[config.mk]
export PLATFORM = sky130hd
export DESIGN_NAME = net_config_ctrl
export DESIGN_NICKNAME = d
export VERILOG_FILES = /design/src/rtl/net_config_ctrl.sv
export SDC_FILE = /design/constraint.sdc
export NUM_CORES = 1
export LEC_CHECK = 0
export BUFFER_PORTS_ARGS = -buffer_cell sky130_fd_sc_hd__buf_4
export CORE_MARGIN = 4
export CORE_UTILIZATION = 60
export DETAILED_ROUTE_END_ITERATION = 10
export PLACE_DENSITY = 0.9
export SYNTH_ARGS = -nofsm -noshare
export SYNTH_HDL_FRONTEND = slang
export SYNTH_SLANG_ARGS = --single-unit
[constraint.sdc]
create_clock -name clk -period 17.5 [get_ports clk]
set_input_delay 1.75 -clock clk [delete_from_list [all_inputs] [get_ports clk]]
set_output_delay 1.75 -clock clk [all_outputs]
set_load 0.05 [all_outputs]
[src/rtl/net_config_ctrl.sv]
`default_nettype none
// ============================================================================
// Module   : net_config_ctrl
// Purpose  : Register-writable network identity (IP/gateway/subnet/MAC)
//            with an atomic pause/apply/announce commit to the stack.
//            Optional macro NET_CONFIG_GARP_EN enables the gratuitous-ARP
//            ANNOUNCE state.
// Revision : 1.0 - initial release
// ============================================================================
module net_config_ctrl #(
    parameter logic [31:0] C_IP            = 32'h0,
    parameter logic [31:0] C_GATEWAY       = 32'h0,
    parameter logic [31:0] C_SUBNET        = 32'h0,
    parameter logic [47:0] C_MAC           = 48'h0,
    parameter int unsigned C_PAUSE_TIMEOUT = 1024
) (
    input  logic        clk,
    input  logic        rst,
    input  logic        cfg_wr_en,
    input  logic        cfg_rd_en,
    input  logic [2:0]  cfg_addr,
    input  logic [31:0] cfg_wdata,
    output logic [31:0] cfg_rdata,
    output logic        cfg_busy,
    output logic        stack_pause,
    input  logic        stack_idle,
    output logic        garp_req,
    input  logic        garp_ack,
    output logic [31:0] ip,
    output logic [31:0] gateway,
    output logic [31:0] subnet,
    output logic [47:0] mac,
    output logic [47:0] mac_big
);

    localparam int unsigned CNT_W = (C_PAUSE_TIMEOUT > 1) ? $clog2(C_PAUSE_TIMEOUT) : 1;
    localparam logic [CNT_W-1:0] C_CNT_LAST = CNT_W'(C_PAUSE_TIMEOUT - 1);
    localparam bit C_TIMEOUT_EN = (C_PAUSE_TIMEOUT != 0);

    typedef enum logic [1:0] {
        ST_IDLE     = 2'd0,
        ST_PAUSE    = 2'd1,
        ST_APPLY    = 2'd2,
        ST_ANNOUNCE = 2'd3
    } state_t;

    state_t           state_q, state_d;
    logic [CNT_W-1:0] cnt_q, cnt_d;
    logic [31:0]      sh_ip_q, sh_ip_d, sh_gw_q, sh_gw_d, sh_sn_q, sh_sn_d;
    logic [47:0]      sh_mac_q, sh_mac_d;
    logic [31:0]      act_ip_q, act_ip_d, act_gw_q, act_gw_d, act_sn_q, act_sn_d;
    logic [47:0]      act_mac_q, act_mac_d;
    logic [7:0]       version_q, version_d;
    logic             err_q, err_d;
    logic             pause_q, pause_d;
    logic             garp_q, garp_d;
    logic             busy_q, busy_d;
    logic [31:0]      rdata_q, rdata_d;
    logic             w_commit;

`ifndef NET_CONFIG_GARP_EN
    logic unused_garp_ack;
    assign unused_garp_ack = garp_ack;
`endif

    always_comb begin
        state_d   = state_q;
        cnt_d     = cnt_q;
        sh_ip_d   = sh_ip_q;
        sh_gw_d   = sh_gw_q;
        sh_sn_d   = sh_sn_q;
        sh_mac_d  = sh_mac_q;
        act_ip_d  = act_ip_q;
        act_gw_d  = act_gw_q;
        act_sn_d  = act_sn_q;
        act_mac_d = act_mac_q;
        version_d = version_q;
        err_d     = err_q;
        rdata_d   = rdata_q;
        w_commit  = 1'b0;

        // Reads see the pre-write register values of this cycle.
        if (cfg_rd_en) begin
            case (cfg_addr)
                3'd0:    rdata_d = sh_ip_q;
                3'd1:    rdata_d = sh_gw_q;
                3'd2:    rdata_d = sh_sn_q;
                3'd3:    rdata_d = sh_mac_q[31:0];
                3'd4:    rdata_d = {16'h0, sh_mac_q[47:32]};
                3'd6:    rdata_d = {16'h0, version_q, 6'h0, err_q, busy_q};
                default: rdata_d = 32'h0;
            endcase
        end

        if (cfg_wr_en) begin
            case (cfg_addr)
                3'd0: if (!busy_q) sh_ip_d = cfg_wdata;
                3'd1: if (!busy_q) sh_gw_d = cfg_wdata;
                3'd2: if (!busy_q) sh_sn_d = cfg_wdata;
                3'd3: if (!busy_q) sh_mac_d[31:0] = cfg_wdata;
                3'd4: if (!busy_q) sh_mac_d[47:32] = cfg_wdata[15:0];
                3'd5: begin
                    if (cfg_wdata[1]) err_d = 1'b0;
                    w_commit = cfg_wdata[0] & ~busy_q;
                end
                default: ;
            endcase
        end

        case (state_q)
            ST_IDLE: begin
                if (w_commit) begin
                    state_d = ST_PAUSE;
                    cnt_d   = '0;
                end
            end
            ST_PAUSE: begin
                // A drained stack takes priority over an expiring timeout.
                if (stack_idle) begin
                    state_d = ST_APPLY;
                end else if (C_TIMEOUT_EN && (cnt_q == C_CNT_LAST)) begin
                    state_d = ST_IDLE;
                    err_d   = 1'b1;
                end else begin
                    cnt_d = cnt_q + CNT_W'(1);
                end
            end
            ST_APPLY: begin
                act_ip_d  = sh_ip_q;
                act_gw_d  = sh_gw_q;
                act_sn_d  = sh_sn_q;
                act_mac_d = sh_mac_q;
                version_d = version_q + 8'd1;
`ifdef NET_CONFIG_GARP_EN
                state_d   = ST_ANNOUNCE;
`else
                state_d   = ST_IDLE;
`endif
            end
`ifdef NET_CONFIG_GARP_EN
            ST_ANNOUNCE: begin
                if (garp_ack) state_d = ST_IDLE;
            end
`endif
            default: state_d = ST_IDLE;
        endcase

        pause_d = (state_d == ST_PAUSE) || (state_d == ST_APPLY);
        busy_d  = (state_d != ST_IDLE);
`ifdef NET_CONFIG_GARP_EN
        garp_d  = (state_d == ST_ANNOUNCE);
`else
        garp_d  = 1'b0;
`endif
    end

    always_ff @(posedge clk or posedge rst) begin
        if (rst) begin
            state_q   <= ST_IDLE;
            cnt_q     <= '0;
            sh_ip_q   <= C_IP;
            sh_gw_q   <= C_GATEWAY;
            sh_sn_q   <= C_SUBNET;
            sh_mac_q  <= C_MAC;
            act_ip_q  <= C_IP;
            act_gw_q  <= C_GATEWAY;
            act_sn_q  <= C_SUBNET;
            act_mac_q <= C_MAC;
            version_q <= 8'h0;
            err_q     <= 1'b0;
            pause_q   <= 1'b0;
            garp_q    <= 1'b0;
            busy_q    <= 1'b0;
            rdata_q   <= 32'h0;
        end else begin
            state_q   <= state_d;
            cnt_q     <= cnt_d;
            sh_ip_q   <= sh_ip_d;
            sh_gw_q   <= sh_gw_d;
            sh_sn_q   <= sh_sn_d;
            sh_mac_q  <= sh_mac_d;
            act_ip_q  <= act_ip_d;
            act_gw_q  <= act_gw_d;
            act_sn_q  <= act_sn_d;
            act_mac_q <= act_mac_d;
            version_q <= version_d;
            err_q     <= err_d;
            pause_q   <= pause_d;
            garp_q    <= garp_d;
            busy_q    <= busy_d;
            rdata_q   <= rdata_d;
        end
    end

    assign cfg_rdata   = rdata_q;
    assign cfg_busy    = busy_q;
    assign stack_pause = pause_q;
    assign garp_req    = garp_q;
    assign ip          = {act_ip_q[7:0], act_ip_q[15:8], act_ip_q[23:16], act_ip_q[31:24]};
    assign gateway     = {act_gw_q[7:0], act_gw_q[15:8], act_gw_q[23:16], act_gw_q[31:24]};
    assign subnet      = {act_sn_q[7:0], act_sn_q[15:8], act_sn_q[23:16], act_sn_q[31:24]};
    assign mac         = {act_mac_q[7:0], act_mac_q[15:8], act_mac_q[23:16],
                          act_mac_q[31:24], act_mac_q[39:32], act_mac_q[47:40]};
    assign mac_big     = act_mac_q;

endmodule
`default_nettype wire

==> results of run 1 <==
layout make-up:
type | instances | share of cell area [%]
timing repair buffer | 276 | 11.9
multi-input combinational | 793 | 29.6
clock inverter | 7 | 0.223
clock buffer | 53 | 6.02
inverter | 24 | 0.562
sequential | 343 | 49.4
tap | 319 | 2.30
Yosys cell counts, drive strengths merged:
cell type / instances / area [µm²]
nand4: 2 / 12.5
clkbuf: 37 / 139
and3b: 1 / 8.76
nand2b: 4 / 25.0
o31ai: 1 / 7.51
nand3b: 2 / 18.8
nor2: 10 / 42.5
nor2b: 13 / 81.3
o22ai: 1 / 6.26
o22a: 5 / 43.8
o2bb2ai: 1 / 8.76
a211o: 1 / 8.76
nor3: 2 / 10.0
nand3: 9 / 45.0
conb: 1 / 3.75
a41oi: 3 / 26.3
a31oi: 6 / 37.5
buf: 77 / 541
or2: 1 / 6.26
o21ai: 26 / 130
nand2: 467 / 1750
ha: 3 / 37.5
mux2: 153 / 1720
and3: 6 / 37.5
mux4: 30 / 676
xor2: 2 / 17.5
a221oi: 2 / 17.5
a21oi: 14 / 70.1
or4: 1 / 7.51
inv: 23 / 86.3
nor3b: 3 / 43.8
clkinv: 1 / 3.75
o211ai: 1 / 7.51
and4: 2 / 17.5
mux2i: 8 / 80.1
dfrtp: 343 / 8580
nor4b: 1 / 8.76
or3b: 1 / 8.76
xnor2: 5 / 43.8
a22oi: 5 / 37.5
kinds of logic after synthesis:
family                     after synthesis  synth area share (%)
muxes                                  191                  17.1
AOI/OAI and AO/OA                       66                  2.78
DFF                                    343                  59.3
buffers and inverters                  138                  5.32
and+or+nand+nor                        525                  14.7
adders and majority gates                3                 0.260
xor gates and xnor gates                 7                 0.424
other                                    1                0.0259
layer usage:
layer | part of all wire [%] | GRT usage, %
met2 | 49 | 46.3
met5 | 0 | 0
met1 | 38 | 35.5
met4 | 4.2 | 12.7
met3 | 8.7 | 6.23
worst reg2reg max path, cell delays in order, from the launching register on:
cell     delay (ps)
dfrtp_1         460
nor3b_2         330
nor3b_4         840
buf_4           500
mux2_2          400
per-stage QoR:
| step | hold slack (ps) | util (%) | setup WS (ps) | std cells | cell area (µm²) |
|---|---|---|---|---|---|
| detailed placement | 464 | 69.0 | 12840 | 1755 | 16300 |
| global route | 488 | 73.6 | 13030 | 1815 | 17400 |
| CTS | 478 | 73.6 | 13380 | 1815 | 17400 |
| finish | 478 | 73.6 | 13550 | 1815 | 17400 |
| global placement | 460 | 69.0 | 12930 | 1755 | 16300 |
| floorplan | 441 | - | 6240 | 1274 | 14500 |
registers in the layout (all words and copies together) (netlist names):
register     count
cfg_busy         1
mac_big         48
act_sn_q        32
err_q            1
sh_gw_q         32
act_gw_q        32
stack_pause      1
sh_mac_q        48
act_ip_q        32
cfg_rdata       32
state_q          2
version_q        8
cnt_q           10
sh_sn_q         32
sh_ip_q         32
final timing paths:
check	startpoint	end	cells past startpoint
min in group asynchronous	rst	cfg_rdata[3]$_DFFE_PP0P_	2
min	act_ip_q[1]$_DFFE_PP0N_	act_ip_q[1]$_DFFE_PP0N_	2
min reg2reg	act_ip_q[1]$_DFFE_PP0N_	act_ip_q[1]$_DFFE_PP0N_	2
max	rst	sh_mac_q[26]$_DFFE_PP0P_	4
max in group clk	cfg_addr[0]	sh_gw_q[26]$_DFFE_PP0P_	4
max reg2reg	cfg_busy$_DFF_PP0_	sh_ip_q[3]$_DFFE_PP0P_	4
power by group through the flow:
stage	registers, µW	clock network, µW	logic (µW)
4_1_cts	1170	717	1170
5_1_grt	1190	752	1220
6_report	1170	707	1160
2_1_floorplan	1570	0	432
3_5_place_dp	1180	0	1160
3_3_place_gp	1160	0	1130
==> reports/results.md, run 1 <==
## Logic synthesis
• 343 — total of flip-flops plus latches after synthesis
• 1,274 — cells after synthesis
• 59.3% — Seq/Total Area, Yosys
• 0 — Synth warnings
• 47 — distinct cell type count after synthesis
• 14,500 µm² — total standard cell area after synthesis
• 11.4 µm² — mean cell area of the mapped netlist
• 1,318 — net count of the mapped netlist

## Critical path
• 17,980 ps — worst endpoint required time
• primary input to async pin — worst setup path category
• 4 — sum of buffers and inverters on the critical path
• buf_4 — dominant cell type by count on the critical path
• buf_4 — cell with the largest stage delay on the worst path
• async pin — Worst Setup End Kind
• 940 ps — biggest cell delay along the critical path
• buf_4, inv_8, buf_4, buf_4 — worst path cell trace
• buffers and inverters — CP top delay family
• 137 — top fanout value on the critical path
• 14,840 ps — flop2flop setup slack
• primary input — CP Launch Type
• 4430 ps — arrival time of data at the critical path endpoint

## Die
• 26,700 µm² — total die area
• 23,600 µm² — Std-Cell Core Area
• 163 µm — Horiz. Die Dim
• 268 — I/O Pins
• 61.2% — Initial Utilization
• 56 — # rows
• 163 µm — Die Ht

## GRT
• 11.0k — via count of the first global-routing pass
• 58.7 mm — global-route wire length before repair
• 138 — maximum number of pins on one net before global-route repair
• 0 — initial antenna violation count
• 27.9% — global-route total usage across every layer
• 0 — aggregate global routing overflow

## Final layout
• 5140 µm² — footprint of the multi-input gates
• 1,517 — nets@finish
• 0 — antenna diode count
• nand2_1 — leading cell type in the layout, fill and taps excluded
• 1,476 — total of fill cells in the finished design
• 20.1% — Syn-to-layout area delta
• 8580 µm² — flip-flop and latch area
• 34.8% — fraction of final layout cells with drive strength greater than 1
• nand2_1, dfrtp_1, buf_4, mux2_2, clkbuf_16 — commonest cells after routing, fill and taps aside

## Pwr
• 1780 µW — internal power consumption
• 175 nW/µm² — total power per unit cell area
• 38.2% — logic gate share of total power
• 132 µV — Max VDD drop
• 41.6% — switching portion of total power
• 0.00880 µW — static leakage power
• 1260 µW — switching power of the nets
• 23.3% — proportion of power drawn by the clock network
• 38.6% — proportion of power drawn by flip-flops and latches
• 3040 µW — final total power

## Drt
• 10.5k — vias after detailed routing
• 36.7 mm — Routed WL
• 5 — DRT Pass-1 Iters
• 5.76 — routed via count divided by cell count
• 0 — remaining routing DRC violations
• 0 — remaining number of nets flagged by the antenna check after routing
• 20.2 µm — final routed wire length divided by cell count
• 646 — DRT iter0 DRCs

## Timing
• 12.2 ps — Fin Clk Skew
• false — RSZ-0062 raised after global routing
• 0 — final max-slew violation count
• 1080 ps — worst slew pin tran
• 28.2% — Slew HR
• 0 — hold violation total from the final report
• 0 ps — Post-Route Setup TNS
• 22.6% — portion of the clock cycle consumed by the worst path in the final layout
• 0.253 GHz — Fmax
• 0 — Finish-stage setup viols
• 3950 ps — crit path time final

## Status
• finished clean — status

## Clock tree
• 0 — quantity of hold-fixing buffers added after cts
• 0 — CTS resizes
• 500 ps — clock insertion delay at the later pin of the skew report
• built — TritonCTS clock tree
• 60 ps — CTS clk-pin slew, worst paths
• 0 — Post-CTS Setup Bufs
• 3 — number of buffers on the longest clock path
• 343 — Sink Count
• 2 — # H-tree levels
• clkbuf_16 — clock root buffer
• 35 — cts bufs inserted

## Hold path
• flip-flop to flip-flop — type of the most critical hold path

## Placed design
• 0.817 — final RePlAce weighted congestion
• 265 — Port Buf Inserts
• 23.2 mm — sum of net half-perimeters after detailed placement

## Flow run
• 0 — number of max-cap violations

No activity file was read; power rests on OpenSTA's default activity.
==> run 2: changes to the inputs <==
--- a/config.mk
+++ b/config.mk
@@ -7,9 +7,9 @@
 export LEC_CHECK = 0
 export BUFFER_PORTS_ARGS = -buffer_cell sky130_fd_sc_hd__buf_4
 export CORE_MARGIN = 4
-export CORE_UTILIZATION = 60
+export CORE_UTILIZATION = 56
 export DETAILED_ROUTE_END_ITERATION = 10
-export PLACE_DENSITY = 0.9
+export PLACE_DENSITY = 0.85
 export SYNTH_ARGS = -nofsm -noshare
 export SYNTH_HDL_FRONTEND = slang
 export SYNTH_SLANG_ARGS = --single-unit
==> constraint.sdc (replaced) <==
create_clock -name clk -period 4.02 [get_ports clk]
set_input_delay 0.402 -clock clk [delete_from_list [all_inputs] [get_ports clk]]
set_output_delay 0.402 -clock clk [all_outputs]
set_load 0.05 [all_outputs]
==> run 2 against run 1 <==
Effect of this change:
- sequential share of layout area down 0.50 points
- critical path depth is the same
- hold slack worse by 400 ps
- via count down 1.2%
- sequential cell count did not move
- register-to-register slack worse by 13000 ps
- clock power rose to 4.7 times the previous value
- routed wire length grew 0.77%
- sequential power grew to 4.4 times the previous value
- final cell count increased by 0.94%
- combinational power rose to 4.3 times the previous value
==> reports/results.md, run 2 (same netlist as run 1, synthesis figures left out) <==
## Clock tree
• 500 ps — clock insertion delay at the later pin of the skew report, about the same
• 2 — # H-tree levels, unchanged
• 343 — Sink Count, unchanged
• clkbuf_16 — clock root buffer, unchanged
• 35 — cts bufs inserted, unchanged
• 60 ps — CTS clk-pin slew, worst paths, about the same
• 0 — Post-CTS Setup Bufs, unchanged
• 0 — CTS resizes, unchanged
• 0 — quantity of hold-fixing buffers added after cts, unchanged
• built — TritonCTS clock tree, unchanged
• 3 — number of buffers on the longest clock path, unchanged

## GRT
• 168 — maximum number of pins on one net before global-route repair, was 138
• 1 — initial antenna violation count, was 0
• 59.6 mm — global-route wire length before repair, was 58.7 mm
• 0 — aggregate global routing overflow, unchanged
• 26.1% — global-route total usage across every layer, was 27.9%
• 11.1k — via count of the first global-routing pass, was 11.0k

## Critical path
• flip-flop — Worst Setup End Kind, was async pin
• 2810 ps — arrival time of data at the critical path endpoint, was 4430 ps
• flip-flop — CP Launch Type, was primary input
• 1590 ps — flop2flop setup slack, was 14,840 ps
• 15 — top fanout value on the critical path, was 137
• cfg_busy$_DFF_PP0_ — worst setup path startpoint, was rst
• 4400 ps — worst endpoint required time, was 17,980 ps
• cfg_busy$_DFF_PP0_ — start of the worst register-to-register path, unchanged
• flip-flop to flip-flop — worst setup path category, was primary input to async pin

## Timing
• 1110 ps — worst slew pin tran, was 1080 ps
• false — RSZ-0062 raised after global routing, unchanged
• 0 — Finish-stage setup viols, unchanged
• 25.8% — Slew HR, was 28.2%
• 10.4 ps — Fin Clk Skew, was 12.2 ps
• 0 — final max-slew violation count, unchanged
• 0 — hold violation total from the final report, unchanged
• 0.412 GHz — Fmax
• 1590 ps — crit path setup slack, layout, was 13,550 ps
• 60.4% — portion of the clock cycle consumed by the worst path in the final layout
• 2430 ps — crit path time final

## Drt
• 37.0 mm — Routed WL, was 36.7 mm
• 20.2 µm — final routed wire length divided by cell count, about the same
• 5.64 — routed via count divided by cell count, was 5.76
• 909 — DRT iter0 DRCs, was 646
• 0 — remaining routing DRC violations, unchanged
• 10.3k — vias after detailed routing, was 10.5k
• 0 — remaining number of nets flagged by the antenna check after routing, unchanged
• 7 — DRT Pass-1 Iters, was 5

## Final layout
• nand2_1, dfrtp_1, buf_4, mux2_2, clkbuf_16 — commonest cells after routing, fill and taps aside, unchanged
• 35.0% — fraction of final layout cells with drive strength greater than 1, was 34.8%
• nand2_1 — leading cell type in the layout, fill and taps excluded, unchanged
• 0 — antenna diode count, unchanged
• 1,522 — nets@finish, was 1,517
• 21.4% — Syn-to-layout area delta, was 20.1%
• 17,600 µm² — Layout Cell Area excl Fill, was 17,400 µm²
• 1,790 — total of fill cells in the finished design, was 1,476

## Pwr
• 590 µV — Max VDD drop, was 132 µV
• 0.00887 µW — static leakage power, was 0.00880 µW
• 765 nW/µm² — total power per unit cell area, was 175 nW/µm²
• 13,400 µW — final total power, was 3040 µW

## Die
• 57.1% — Initial Utilization, was 61.2%
• 169 µm — Horiz. Die Dim, was 163 µm
• 25,300 µm² — Std-Cell Core Area, was 23,600 µm²
• 268 — I/O Pins, unchanged
• 28,500 µm² — total die area, was 26,700 µm²
• 169 µm — Die Ht, was 163 µm
• 58 — # rows, was 56

## Placed design
• 0.823 — final RePlAce weighted congestion, was 0.817
• 16,400 µm² — post-place instance area, was 16,300 µm²
• 23.7 mm — sum of net half-perimeters after detailed placement, was 23.2 mm
• 265 — Port Buf Inserts, unchanged
• 1350 ps — worst slack at placement, was 12,840 ps

## Flow run
• 0 — number of max-cap violations, unchanged

## Hold path
• primary input to async pin — type of the most critical hold path, was flip-flop to flip-flop

## Status
• finished clean — status, unchanged

-- run 2: power by group --
| part | internal (µW) | switching, µW | total (µW) |
|---|---|---|---|
| logic | 1570 | 3460 | 5030 |
| registers | 4370 | 738 | 5110 |
| clock network | 1980 | 1310 | 3290 |
-- run 2: through the flow --
step	hold slack [ps]	cells	TNS, ps	util (%)
floorplan	441	1274	-332880	-
global placement	461	1771	0	64.7
detailed placement	463	1771	0	64.7
CTS	71.3	1832	0	69.3
global route	90.8	1832	0	69.3
finish	76.5	1832	0	69.3
-- run 2: final timing paths --
check	to	cells past startpoint
max	sh_ip_q[2]$_DFFE_PP0P_	4
min	sh_ip_q[4]$_DFFE_PP0P_	3
max reg2reg	sh_ip_q[2]$_DFFE_PP0P_	4
min reg2reg	version_q[7]$_DFFE_PP0N_	1
max in group asynchronous	act_ip_q[13]$_DFFE_PP0N_	3
min in group clk	state_q[1]$_DFF_PP0_	3
-- run 2: layout make-up --
class | count | area (µm²) | share of cell area [%]
inverter | 24 | 93.8 | 0.535
clock inverter | 5 | 77.6 | 0.442
clock buffer | 56 | 1090 | 6.19
sequential | 343 | 8580 | 48.9
multi-input combinational | 793 | 5140 | 29.3
tap | 330 | 413 | 2.35
timing repair buffer | 281 | 2160 | 12.3
-- run 2: worst max-delay path, stage by stage (launching register included) --
cell and delay (ps):
dfrtp_1 440, nor3b_2 380, nor3b_4 670, buf_4 410, mux2_2 380
-- run 2: layer usage --
metal	up-vias	wire length [µm]	track usage, %
met4	2	929	7.87
met5	-	13	0
met1	5270	14900	34.6
met3	73	2750	5.91
li1	4562	-	-
met2	424	18400	43.6
==> run 3: changes to the inputs <==
--- a/config.mk
+++ b/config.mk
@@ -7,9 +7,9 @@
 export LEC_CHECK = 0
 export BUFFER_PORTS_ARGS = -buffer_cell sky130_fd_sc_hd__buf_4
 export CORE_MARGIN = 4
-export CORE_UTILIZATION = 56
+export CORE_UTILIZATION = 50
 export DETAILED_ROUTE_END_ITERATION = 10
-export PLACE_DENSITY = 0.85
+export PLACE_DENSITY = 0.81
 export SYNTH_ARGS = -nofsm -noshare
 export SYNTH_HDL_FRONTEND = slang
 export SYNTH_SLANG_ARGS = --single-unit
==> constraint.sdc (replaced) <==
create_clock -name clk -period 2 [get_ports clk]
set_input_delay 0.2 -clock clk [delete_from_list [all_inputs] [get_ports clk]]
set_output_delay 0.2 -clock clk [all_outputs]
set_load 0.05 [all_outputs]
==> run 3 against run 2 <==
Effect of this change:
- final cell count rose by 5.8%
- clock skew up 3.9 ps
- power increased by 100%
- sequential power grew 100%
- setup slack worse by 1500 ps
- utilization shrank 4.5 points
- hold slack got worse by 38 ps
==> reports/results.md, run 3 (same netlist as run 1, synthesis figures left out) <==
## Timing
• 38.2 ps — Worst Hold Margin, was 76.5 ps
• 0 — hold violation total from the final report, unchanged
• 14.3 ps — Fin Clk Skew, was 10.4 ps
• 0 — Finish-stage setup viols, unchanged
• 0.536 GHz — Fmax, was 0.412 GHz
• false — RSZ-0062 raised after global routing, unchanged
• 1870 ps — crit path time final, was 2430 ps
• 64.2% — Slew HR, was 25.8%
• 537 ps — worst slew pin tran, was 1110 ps
• 93.3% — portion of the clock cycle consumed by the worst path in the final layout, was 60.4%
• 0 — final max-slew violation count, unchanged

## Die
• 28,200 µm² — Std-Cell Core Area, was 25,300 µm²
• 178 µm — Horiz. Die Dim, was 169 µm
• 31,700 µm² — total die area, was 28,500 µm²
• 61 — # rows, was 58
• 51.4% — Initial Utilization, was 57.1%
• 178 µm — Die Ht, was 169 µm
• 268 — I/O Pins, unchanged

## Pwr
• 1230 µV — Max VDD drop, was 590 µV
• 37.9% — logic gate share of total power, was 37.5%
• 27,000 µW — final total power, was 13,400 µW
• 38.1% — proportion of power drawn by flip-flops and latches, was 38.0%
• 15,900 µW — internal power consumption, was 7920 µW
• 11,100 µW — switching power of the nets, was 5500 µW
• 41.1% — switching portion of total power, was 41.0%
• 0.00917 µW — static leakage power, was 0.00887 µW
• 1480 nW/µm² — total power per unit cell area, was 765 nW/µm²
• 24.0% — proportion of power drawn by the clock network, was 24.5%

## Clock tree
• 60 ps — CTS clk-pin slew, worst paths, about the same
• 343 — Sink Count, unchanged
• 500 ps — clock insertion delay at the later pin of the skew report, about the same
• clkbuf_16 — clock root buffer, unchanged
• 2 — # H-tree levels, unchanged
• 35 — cts bufs inserted, unchanged
• 0 — Post-CTS Setup Bufs, unchanged
• built — TritonCTS clock tree, unchanged
• 3 — number of buffers on the longest clock path, unchanged

## Final layout
• nand2_1, dfrtp_1, buf_4, mux2_2, clkbuf_16 — commonest cells after routing, fill and taps aside, unchanged
• 35.5% — fraction of final layout cells with drive strength greater than 1, was 35.0%
• nand2_1 — leading cell type in the layout, fill and taps excluded, unchanged
• 26.2% — Syn-to-layout area delta, was 21.4%
• 64.8% — share of the core filled with cells, was 69.3%
• 1,939 — non-filler instance count after layout, was 1,832
• 1,580 — nets@finish, was 1,522

## Critical path
• dfrtp_1 — cell with the largest stage delay on the worst path, was nor3b_4
• 2380 ps — worst endpoint required time, was 4400 ps
• sh_ip_q[22]$_DFFE_PP0P_ — Worst R2R End, was sh_ip_q[2]$_DFFE_PP0P_
• 130 ps — flop2flop setup slack, was 1590 ps
• 440 ps — biggest cell delay along the critical path, was 670 ps
• flip-flop to flip-flop — worst setup path category, unchanged
• 9 — top fanout value on the critical path, was 15
• cfg_busy$_DFF_PP0_ — start of the worst register-to-register path, unchanged
• flip-flop — Worst Setup End Kind, unchanged
• 2250 ps — arrival time of data at the critical path endpoint, was 2810 ps
• nor3b_2, nor3b_4, buf_4, mux2_2 — worst path cell trace, unchanged
• 1 — sum of buffers and inverters on the critical path, unchanged
• 4 — worst r2r path cells, unchanged
• simple AND/OR/NAND/NOR gates — CP top delay family, unchanged
• flip-flop — CP Launch Type, unchanged
• cfg_busy$_DFF_PP0_ — worst setup path startpoint, unchanged

## Placed design
• 25.3 mm — sum of net half-perimeters after detailed placement, was 23.7 mm
• 1,843 — Inst Count DP, was 1,771
• 265 — Port Buf Inserts, unchanged
• 0.842 — final RePlAce weighted congestion, was 0.823

## Drt
• 734 — DRT iter0 DRCs, was 909
• 0 — remaining routing DRC violations, unchanged
• 0 — remaining number of nets flagged by the antenna check after routing, unchanged
• 37.3 mm — Routed WL, was 37.0 mm
• 8 — DRT Pass-1 Iters, was 7
• 19.2 µm — final routed wire length divided by cell count, was 20.2 µm
• 10.4k — vias after detailed routing, was 10.3k
• 5.38 — routed via count divided by cell count, was 5.64

## Hold path
• primary input to flip-flop — type of the most critical hold path, was primary input to async pin
• cfg_rd_en — Worst Min Path Start
• cfg_rdata[28]$_DFFE_PP0P_ — hold worst-path end
• 2 — Hold Path Cell Cnt

## GRT
• 10.8k — via count of the first global-routing pass, was 11.1k
• 59.2 mm — global-route wire length before repair, was 59.6 mm
• 23.5% — global-route total usage across every layer, was 26.1%
• 1 — initial antenna violation count, unchanged
• 105 — maximum number of pins on one net before global-route repair, was 168
• 0 — aggregate global routing overflow, unchanged

## Status
• finished clean — status, unchanged

## Flow run
• 0 — number of max-cap violations, unchanged

==> run 3: worst max path at each step <==
stage | end | slack [ps] | cells after the start
CTS | sh_ip_q[22]$_DFFE_PP0P_ | 130 | 4
global placement | sh_ip_q[23]$_DFFE_PP0P_ | 220 | 4
detailed placement | cnt_q[3]$_DFFE_PP0P_ | 160 | 6
global route | sh_ip_q[15]$_DFFE_PP0P_ | 40 | 4
finish | sh_ip_q[22]$_DFFE_PP0P_ | 130 | 4
floorplan | act_gw_q[0]$_DFFE_PP0N_ | -2790 | 1
==> run 3: layer usage <==
metal / GRT usage (%) / vias to the layer above / part of all wire (%) / routed length (µm)
met4: 7.09 / 0 / 2.6 / 952
met1: 31.3 / 5311 / 41 / 15400
met5: 0 / - / 0 / 0
li1: - / 4684 / - / -
met3: 4.39 / 72 / 6.8 / 2530
met2: 39.7 / 374 / 49 / 18400
==> run 3: layout make-up <==
type	instances	area (µm²)
fill	2101	9910
sequential	343	8580
multi-input combinational	793	5140
timing repair buffer	339	2820
clock buffer	51	1040
tap	378	473
clock inverter	10	111
inverter	24	93.8
antenna	1	2.50
==> run 3: timing repair <==
action,in CTS,in global routing
resized for setup,0,0
hold buffers,34,0
endpoints found under the hold margin,175,0
==> run 3: worst reg2reg max path: cells and delay by family (launching register included) <==
| family | cells | cell delay, ps |
|---|---|---|
| muxes | 1 | 380 |
| and+or+nand+nor | 2 | 660 |
| DFF | 1 | 440 |
| buffers and inverters | 1 | 280 |
==> run 3: power by group through the flow <==
stage | Sequential (µW) | Clock [µW] | Combinational (µW)
after CTS | 10200 | 6590 | 10300
after global routing | 10500 | 6890 | 10800
final | 10300 | 6480 | 10200
after global placement | 10200 | 0 | 10000
after detailed placement | 10300 | 0 | 10200
after floorplan | 13700 | 0 | 3780
==> run 3: stage by stage <==
stage / instance area [µm²] / setup TNS [ps] / worst slack, ps
floorplan: 14500 / -956460 / -2790
global placement: 16800 / 0 / 221
detailed placement: 16800 / 0 / 163
CTS: 18300 / 0 / 134
global route: 18300 / 0 / 44.6
finish: 18300 / 0 / 134
